## src/rtl/fp_compare_pkg.sv

```systemverilog
// Shared encodings for the fp compare/min/max unit: mode codes, CMP flag bit
// positions, canonical quiet NaN builder and FSM state type.
package fp_compare_pkg;

  localparam logic [2:0] MODE_CMP    = 3'd0;
  localparam logic [2:0] MODE_MIN    = 3'd1;
  localparam logic [2:0] MODE_MAX    = 3'd2;
  localparam logic [2:0] MODE_ABSCMP = 3'd3;

  localparam int FLAG_AEB = 0;
  localparam int FLAG_AGB = 1;
  localparam int FLAG_ALB = 2;
  localparam int FLAG_UN  = 3;

  typedef enum logic [1:0] {
    ST_IDLE = 2'd0,
    ST_BUSY = 2'd1,
    ST_DONE = 2'd2
  } state_t;

  // Exponent all ones, only the mantissa MSB set, sign 0; valid for W <= 64.
  function automatic logic [63:0] canonical_qnan(input int exp_w, input int man_w);
    logic [63:0] r;
    r = '0;
    for (int i = 0; i < exp_w; i++) r[man_w+i] = 1'b1;
    r[man_w-1] = 1'b1;
    return r;
  endfunction

endpackage

```

## src/rtl/fp_compare_core.sv

```systemverilog
// Classify, key-compare and result-select for one operand pair, followed by
// STAGES optional register stages. NaN handling only with FP_COMPARE_NAN_EN.
module fp_compare_core
  import fp_compare_pkg::*;
#(
  parameter int EXP_W  = 8,
  parameter int MAN_W  = 23,
  parameter int STAGES = 1
) (
  input  logic                   clock,
  input  logic                   reset,
  input  logic                   clk_en,
  input  logic [2:0]             mode,
  input  logic [EXP_W+MAN_W:0]   a,
  input  logic [EXP_W+MAN_W:0]   b,
  output logic [EXP_W+MAN_W:0]   y
);

  localparam int W = 1 + EXP_W + MAN_W;

  logic [W-1:0] a_c, b_c, ka, kb, y_c;
  logic         both_zero, un, aeb, agb, alb;

`ifdef FP_COMPARE_NAN_EN
  localparam logic [63:0] QNAN64 = canonical_qnan(EXP_W, MAN_W);
  localparam logic [W-1:0] QNAN  = QNAN64[W-1:0];
  logic a_nan, b_nan;
`endif

  always_comb begin
    a_c = a;
    b_c = b;
    if (mode == MODE_ABSCMP) begin
      a_c[W-1] = 1'b0;
      b_c[W-1] = 1'b0;
    end
    // Sign-magnitude to monotonic unsigned key.
    ka = a_c[W-1] ? ~a_c : {1'b1, a_c[W-2:0]};
    kb = b_c[W-1] ? ~b_c : {1'b1, b_c[W-2:0]};
    both_zero = (a[W-2:0] == '0) && (b[W-2:0] == '0);
`ifdef FP_COMPARE_NAN_EN
    a_nan = (&a[W-2:MAN_W]) && (|a[MAN_W-1:0]);
    b_nan = (&b[W-2:MAN_W]) && (|b[MAN_W-1:0]);
    un    = a_nan || b_nan;
`else
    un = 1'b0;
`endif
    aeb = !un && (both_zero || (ka == kb));
    agb = !un && !both_zero && (ka > kb);
    alb = !un && !both_zero && (ka < kb);

    y_c = '0;
    case (mode)
      MODE_CMP, MODE_ABSCMP: begin
        y_c[FLAG_AEB] = aeb;
        y_c[FLAG_AGB] = agb;
        y_c[FLAG_ALB] = alb;
        y_c[FLAG_UN]  = un;
      end
      MODE_MIN, MODE_MAX: begin
        // Opposite-signed zeros: MIN takes the negative one, MAX the positive.
        if (both_zero) y_c = (a[W-1] ^ (mode == MODE_MAX)) ? a : b;
        else           y_c = ((mode == MODE_MIN) ? agb : alb) ? b : a;
`ifdef FP_COMPARE_NAN_EN
        if (a_nan && b_nan) y_c = QNAN;
        else if (a_nan)     y_c = b;
        else if (b_nan)     y_c = a;
`endif
      end
      default: y_c = '0;
    endcase
  end

  generate
    if (STAGES == 0) begin : g_comb
      logic unused_ctrl;
      assign unused_ctrl = ^{clock, reset, clk_en};
      assign y = y_c;
    end else begin : g_pipe
      logic [W-1:0] stg [STAGES];
      always_ff @(posedge clock or posedge reset) begin
        if (reset) begin
          for (int i = 0; i < STAGES; i++) stg[i] <= '0;
        end else if (clk_en) begin
          stg[0] <= y_c;
          for (int i = 1; i < STAGES; i++) stg[i] <= stg[i-1];
        end
      end
      assign y = stg[STAGES-1];
    end
  endgenerate

endmodule

```

## src/rtl/fp_compare_unit.sv

```systemverilog
// fp compare/min/max custom-instruction wrapper: operand registers, start/done
// FSM, latency counter. Optional NaN semantics via FP_COMPARE_NAN_EN.
module fp_compare_unit
  import fp_compare_pkg::*;
#(
  parameter int EXP_W   = 8,
  parameter int MAN_W   = 23,
  parameter int LATENCY = 2
) (
  input  logic                 clock,
  input  logic                 reset,
  input  logic                 clk_en,
  input  logic                 start,
  input  logic [2:0]           n,
  input  logic [EXP_W+MAN_W:0] dataa,
  input  logic [EXP_W+MAN_W:0] datab,
  output logic [EXP_W+MAN_W:0] result,
  output logic                 done,
  output state_t               dbg_state
);

  localparam int W  = 1 + EXP_W + MAN_W;
  localparam int CW = $clog2(LATENCY + 1);

  // Handshake: start is taken only on an enabled edge in IDLE (no queueing);
  // done is high for exactly one enabled cycle, with result valid alongside.
  state_t        state, state_nxt;
  logic [CW-1:0] cnt, cnt_nxt;
  logic          accept;
  logic [2:0]    op_n;
  logic [W-1:0]  op_a, op_b, core_y;

  fp_compare_core #(
    .EXP_W (EXP_W),
    .MAN_W (MAN_W),
    .STAGES(LATENCY - 1)
  ) u_core (
    .clock (clock),
    .reset (reset),
    .clk_en(clk_en),
    .mode  (op_n),
    .a     (op_a),
    .b     (op_b),
    .y     (core_y)
  );

  always_comb begin
    state_nxt = state;
    cnt_nxt   = cnt;
    accept    = 1'b0;
    case (state)
      ST_IDLE: if (start) begin
        accept    = 1'b1;
        cnt_nxt   = '0;
        state_nxt = (LATENCY == 1) ? ST_DONE : ST_BUSY;
      end
      ST_BUSY: begin
        cnt_nxt = cnt + CW'(1);
        if (cnt_nxt == CW'(LATENCY - 1)) state_nxt = ST_DONE;
      end
      ST_DONE: begin
        cnt_nxt   = '0;
        state_nxt = ST_IDLE;
      end
      default: begin
        cnt_nxt   = '0;
        state_nxt = ST_IDLE;
      end
    endcase
  end

  always_ff @(posedge clock or posedge reset) begin
    if (reset) begin
      state  <= ST_IDLE;
      cnt    <= '0;
      op_n   <= '0;
      op_a   <= '0;
      op_b   <= '0;
      result <= '0;
      done   <= 1'b0;
    end else if (clk_en) begin
      state <= state_nxt;
      cnt   <= cnt_nxt;
      done  <= (state == ST_DONE);
      if (accept) begin
        op_n <= n;
        op_a <= dataa;
        op_b <= datab;
      end
      if (state == ST_DONE) result <= core_y;
    end
  end

  assign dbg_state = state;

endmodule

```

## config.mk

```make
export PLATFORM = sky130hd
export DESIGN_NAME = fp_compare_unit
export DESIGN_NICKNAME = d
export VERILOG_FILES = /design/src/rtl/fp_compare_pkg.sv /design/src/rtl/fp_compare_core.sv /design/src/rtl/fp_compare_unit.sv
export SDC_FILE = /design/constraint.sdc
export NUM_CORES = 1
export LEC_CHECK = 0
export ABC_AREA = 1
export CAP_MARGIN = 0
export CORE_AREA = 4 4 143 145
export DETAILED_ROUTE_END_ITERATION = 12
export DIE_AREA = 0 0 147 149
export PLACE_DENSITY = 0.69
export SETUP_SLACK_MARGIN = 0.1
export SLEW_MARGIN = 25
export SYNTH_ARGS = -nofsm -noshare
export SYNTH_HDL_FRONTEND = slang
export SYNTH_SLANG_ARGS = --single-unit
```

## constraint.sdc

```tcl
create_clock -name clock -period 4.7 [get_ports clock]
set_clock_uncertainty 0.2 [all_clocks]
set_input_delay 0.705 -clock clock [delete_from_list [all_inputs] [get_ports clock]]
set_output_delay 0.705 -clock clock [all_outputs]
set_load 0.05 [all_outputs]
```

; Yosys cells after proc, flatten, opt, wreduce, memory -nomap -nowiden
; Cells that the tools add are included.
[word_totals]
regBits = 136
input_bits = 71
output_inout_bits = 35
elab_cells = 55
[classes]
addsub = 1
n_lt_le_gt_ge = 2
eq_ne = 9
muxes = 17
n_bitwise = 3
n_reduce_logical = 15
[op_table]
columns = operator, count
row1 = two-way mux 32 bit, 5
row2 = inverter 32 bit, 2
row3 = logical NOT 31 bit, 2
row4 = equality test 32 bit, 1
row5 = > comparator 32 bit, 1
row6 = less-than comparator 32 bit, 1
row7 = two-way mux 28 bit, 1
row8 = one-hot mux 2 bit (2 select lines), 2
row9 = one-hot mux 4 bit (2 select lines), 1
row10 = equality test 3 x 2 -> 1 bit (second input constant), 2
row11 = two-way mux 2 bit, 3
row12 = AND reduction 2 bit, 3
row13 = two-way mux 1 bit, 5
row14 = equality test 2 x 1 -> 1 bit (second input constant), 2
row15 = != test 2 bit (second input constant), 2
row16 = OR reduction 2 bit, 2
row17 = equality test 3 x 1 -> 1 bit (second input constant), 1
row18 = logical AND 1 bit, 3
row19 = logical NOT 3 bit, 1
row20 = AND reduction 3 bit, 1
row21 = adder 2 x 1 -> 2 bit (second input constant), 1
row22 = equality test 2 bit (second input constant), 1
row23 = logical NOT 2 bit, 1
row24 = logical NOT 1 bit, 1
row25 = other kinds (2), 2

; Longest topological paths before layout
[depth]
word_depth = 10
depth_mapped = 23
mapped_depth_nobuf = 22

; Modules after synthesis
; Synthesis repeated with hierarchy kept, for this count alone.
[unflattened]
hier_cells = 952
area_unflattened_um2 = 7606.0
[by_module_without_submodules]
columns = mod, instances, cells_per_inst, area_per_inst_um2, seq_area_each_um2
row1 = fp_compare_unit, 1, 451, 4190.3, 2602.5
row2 = fp_compare_core, 1, 501, 3415.8, 800.8

; Least setup slack after synthesis
; No wires, ideal clock.
[synth_path]
kind = register -> register
startpoint = register op_n[1]
endpoint = register u_core.g_pipe.stg, in the netlist u_core.y[11]
setup_ns = 0.150
arrival_time_ns = 2.645
required_ns = 4.350
slack_ns = 1.704
path_stages_with_launch = 23
path_buffers = 2
cell_sequence = dfrtp_1 -> inv_1 -> nor3_1 -> inv_1 -> nand2_1 -> buf_2 -> xor2_1 -> ha_1 -> nand2_1 -> nor2_1 -> nand2_1 -> inv_2 -> nand3_1 -> nand2_1 -> nor2_4 -> nand3_2 -> nand2_4 -> nand2_8 -> nand2_8 -> buf_6 -> nand2_1 -> o21ai_1 -> o22ai_2
[synth_via]
elab_chain_len = 10
elab_cells_between_ends = 20
[synth_rtl]
columns = element, line
row1 = start: declaration, fp_compare_unit.sv:30  ; logic [2:0] op_n;
row2 = start signal: assignment, fp_compare_unit.sv:86  ; op_n <= n;
row3 = equality test 3 x 2 -> 1 bit, fp_compare_core.sv:33  ; if (mode == MODE_ABSCMP) begin
row4 = two-way mux 1 bit, fp_compare_core.sv:33
row5 = inverter 32 bit (on tied branches), "fp_compare_core.sv:38, fp_compare_core.sv:39"
row6 = two-way mux 32 bit (on tied branches), "fp_compare_core.sv:38, fp_compare_core.sv:39"
row7 = less-than comparator 32 bit / > comparator 32 bit (equally long branches), "fp_compare_core.sv:50, fp_compare_core.sv:49"
row8 = logical AND 1 bit (on tied branches), "fp_compare_core.sv:50, fp_compare_core.sv:49"
row9 = two-way mux 1 bit, fp_compare_core.sv:63  ; else y_c = ((mode == MODE_MIN) ? agb : alb) ? b : a;
row10 = two-way mux 32 bit, fp_compare_core.sv:63
row11 = two-way mux 32 bit, fp_compare_core.sv:62  ; if (both_zero) y_c = (a[W-1] ^ (mode == MODE_MAX)) ? a : b;
row12 = two-way mux 28 bit *, fp_compare_core.sv:53  ; case (mode)
row13 = end: declaration, fp_compare_core.sv:80  ; logic [W-1:0] stg [STAGES];
; Mark *: on every way between the ends. The rest lies on a longest branch, timed or not.
; A chain may end at the register's enable or synchronous reset.

; Final worst setup path
[layout_path]
startpoint = register op_n[1]
endpoint = register u_core.g_pipe.stg, in the netlist u_core.y[28]
; Same word-level chain as after synthesis.

==> impl_metrics.yaml <==
outcome:
  status: "complete, no violations"
clocking:
  cts.htree.levels: 4
  cts.sinks: 136
  cts_setup_buffers: 0
  clock_latency_ns: 0.42
  cts.repair.resized: 0
  clock_path_buffers: 2
  holdBufCountCts: 0
  clkSlewWorstSetupHoldPaths_ns: 0.06
  cts_tree: "yes"
  cts_buffers: 17
  root_buffer: "clkbuf_16"
worst_setup_path:
  cp-end-kind: "flip-flop"
  cp_data_arrival_time_ns: 3.91
  cpMaxStageDelayCell: "buf_4"
  critPathKind: "flip-flop to flip-flop"
  crit_chain: "inv_1, nor3_1, inv_1, nand2_1, buf_4, xor2_1, ha_1, nand2_1, nand2_1, nand2_1, nand2_1, nand3_1, nand2_1, nor2_4, nand4_1, nand2_4, nand2_8, nand2_1, nand2_1, nand3_1, o21ai_0"
  crit_path_start_kind: "flip-flop"
  crit_top_cell: "nand2_1"
  cp_slowest_stage_delay_ns: 0.43
  r2r_cells: 21
  critical_path_required_ns: 4.78
  crit_path_max_fanout: 45
sta:
  tightestPinTransition_ns: 0.923
  setup-violations-final: 0
  rsz0062_at_grt: "false"
  slew_headroom_pct: 38.5
  hold_viol: 0
  min_period_ns: 3.83
  fin_tns_setup_ns: 0
  post-route-period-util_pct: 81.5
  maxSlewViolCount: 0
  fmax_ghz: 0.261
  timing.hold.ws_ns: 0.284
drt:
  drt_iter0_markers: 390
  viasPerCell: 4.80
  wl_mm: 18.1
  wl_per_cell_um: 15.1
  drcViolationCount: 0
  num_vias: 5734
  first_pass_iters: 5
  ant_nets: 0
final_layout:
  synthToLayoutAreaGrowth_pct: 25.9
  ff_latch_area_um2: 3400
  postLayoutCoreUtil_pct: 48.2
  layout-drive-gt1-share_pct: 11.3
  fillers: 1809
  multi_input_area_um2: 3480
  antennaDiodeCount: 0
  final_nets: 1023
synth:
  avgSynthCellArea_um2: 8.97
  yosys_warnings: 0
  synthesis.nets: 924
  ys_types: 34
  synth-async-reset-ratio_pct: 100
  syn_area_um2: 7360
  yosysMostFrequentCell: "nand2_1"
  yosys-top-cells-area: "dfrtp_1 (46%), nand2_1 (8.2%), mux2_2 (5.8%), ha_1 (5.6%), xnor2_1 (4.4%)"
  seq_area_frac_synth_pct: 46.3
  synth_ff_type: "dfrtp_1"
  synth_seq_cells: 136
  synth_top_area_cell: "dfrtp_1"
  synth_common_cells: "nand2_1 (161), dfrtp_1 (136), inv_1 (79)"
  synth_edf_count: 0
  synth_top_area_share_pct: 46.3
  syn_inst: 820
power_and_ir_drop:
  p_total_mw: 8.24
  powerDensity_nw_per_um2: 890
  irDropWorstVdd_mv: 0.383
  leakage_nw: 4.24
place:
  port_buffers: 105
  dpl.hpwl_mm: 13.2
  gp_congestion: 0.847
floorplanning:
  rows: 51
  initial_core_util_pct: 38.3
  die_x_um: 147
  core_area_um2: 19200
  io_pins: 106
  die_h_um: 149
  design.die.area_um2: 21900
flow_run:
  cap_violations: 0
grt:
  grt_start_max_net_pins: 81
  grtUsageTotal_pct: 17.1
  grt_pass1_wl_mm: 29.8
  antenna_found_initial: 0
  overflow: 0
  grt_pass1_vias: 5628
worst_hold_path:
  hold_class: "flip-flop to flip-flop"
  hold_depth: 2
flip-flops by register name (all words and copies together) (netlist names):
| register | count |
|---|---|
| op_b | 32 |
| result | 32 |
| op_a | 32 |
| done | 1 |
| cnt | 2 |
| u_core.y | 32 |
| dbg_state | 2 |
| op_n | 3 |
where the power goes:
group          internal, mW  leakage [nW]  switching, mW  total [mW]
Sequential             1.67          1.70          0.405        2.08
Combinational          1.87          2.25           2.89        4.77
Clock                 0.882         0.296          0.517        1.40
Total                  4.43          4.24           3.82        8.24
worst max-delay path, delay by kind of cell (launching register included):
| kind | cells | cell delay [ns] |
|---|---|---|
| xor gates and xnor gates | 1 | 0.16 |
| AOI/OAI and AO/OA | 1 | 0.09 |
| DFF | 1 | 0.36 |
| adders and majority gates | 1 | 0.36 |
| buffers and inverters | 3 | 0.58 |
| and+or+nand+nor | 15 | 1.92 |
through the flow:
step	area [um2]	instances	setup WS, ns
5_1_grt	9260	1195	0.482
3_3_place_gp	8660	1165	1.06
3_5_place_dp	8660	1165	0.937
6_report	9260	1195	0.868
4_1_cts	9260	1195	0.911
2_1_floorplan	7360	820	0.156
kinds of logic after synthesis:
group,synth area share [%]
xor gates and xnor gates,7.38
adders and majority gates,5.61
buffers and inverters,6.63
AOI/OAI and AO/OA,9.44
DFF,46.3
and+or+nand+nor,18.1
muxes,6.58
placed cells by master (no fill, tap or decap), drive strengths merged:
cell type      instances
clkinv                 6
xor2                  25
nor2                  83
nor3                   1
o31a                   1
mux2                  43
nand2                166
nand4                  4
inv                   81
clkbuf                18
buf                   11
clkdlybuf4s50        104
o22ai                 15
o21a                   1
nor3b                  1
bufinv                 4
o21ai                 63
dfrtp                136
a21oi                 39
a21o                   1
clkinvlp               1
nand3                 56
xnor2                 37
ha                    33
path summary, 6_finish.rpt:
path	slack (ns)	to	start
hold / removal	0.28	result[4]$_DFFE_PP0P_	result[4]$_DFFE_PP0P_
max in group asynchronous	2.98	u_core.y[29]$_DFFE_PP0P_	reset
min in group asynchronous	0.53	result[18]$_DFFE_PP0P_	reset
setup reg to reg	0.87	u_core.y[28]$_DFFE_PP0P_	op_n[1]$_DFFE_PP0P_
setup / recovery	0.87	u_core.y[28]$_DFFE_PP0P_	op_n[1]$_DFFE_PP0P_
hold reg to reg	0.28	result[4]$_DFFE_PP0P_	result[4]$_DFFE_PP0P_
area by class of cell:
| class | count | share of cell area, % |
|---|---|---|
| clock buffer | 18 | 4.63 |
| inverter | 80 | 3.27 |
| tap | 265 | 3.58 |
| multi-input combinational | 569 | 37.6 |
| sequential | 136 | 36.7 |
| clock inverter | 12 | 1.92 |
| timing repair buffer | 115 | 12.2 |
routing by layer:
layer | part of all wire [%] | up-vias | track usage, %
met2 | 46 | 114 | 27.0
li1 | - | 2870 | -
met3 | 4.4 | 20 | 4.01
met1 | 49 | 2730 | 23.9
met4 | 1.3 | 0 | 4.57
met5 | 0 | - | 0
Power figures use the tool's default switching activity.
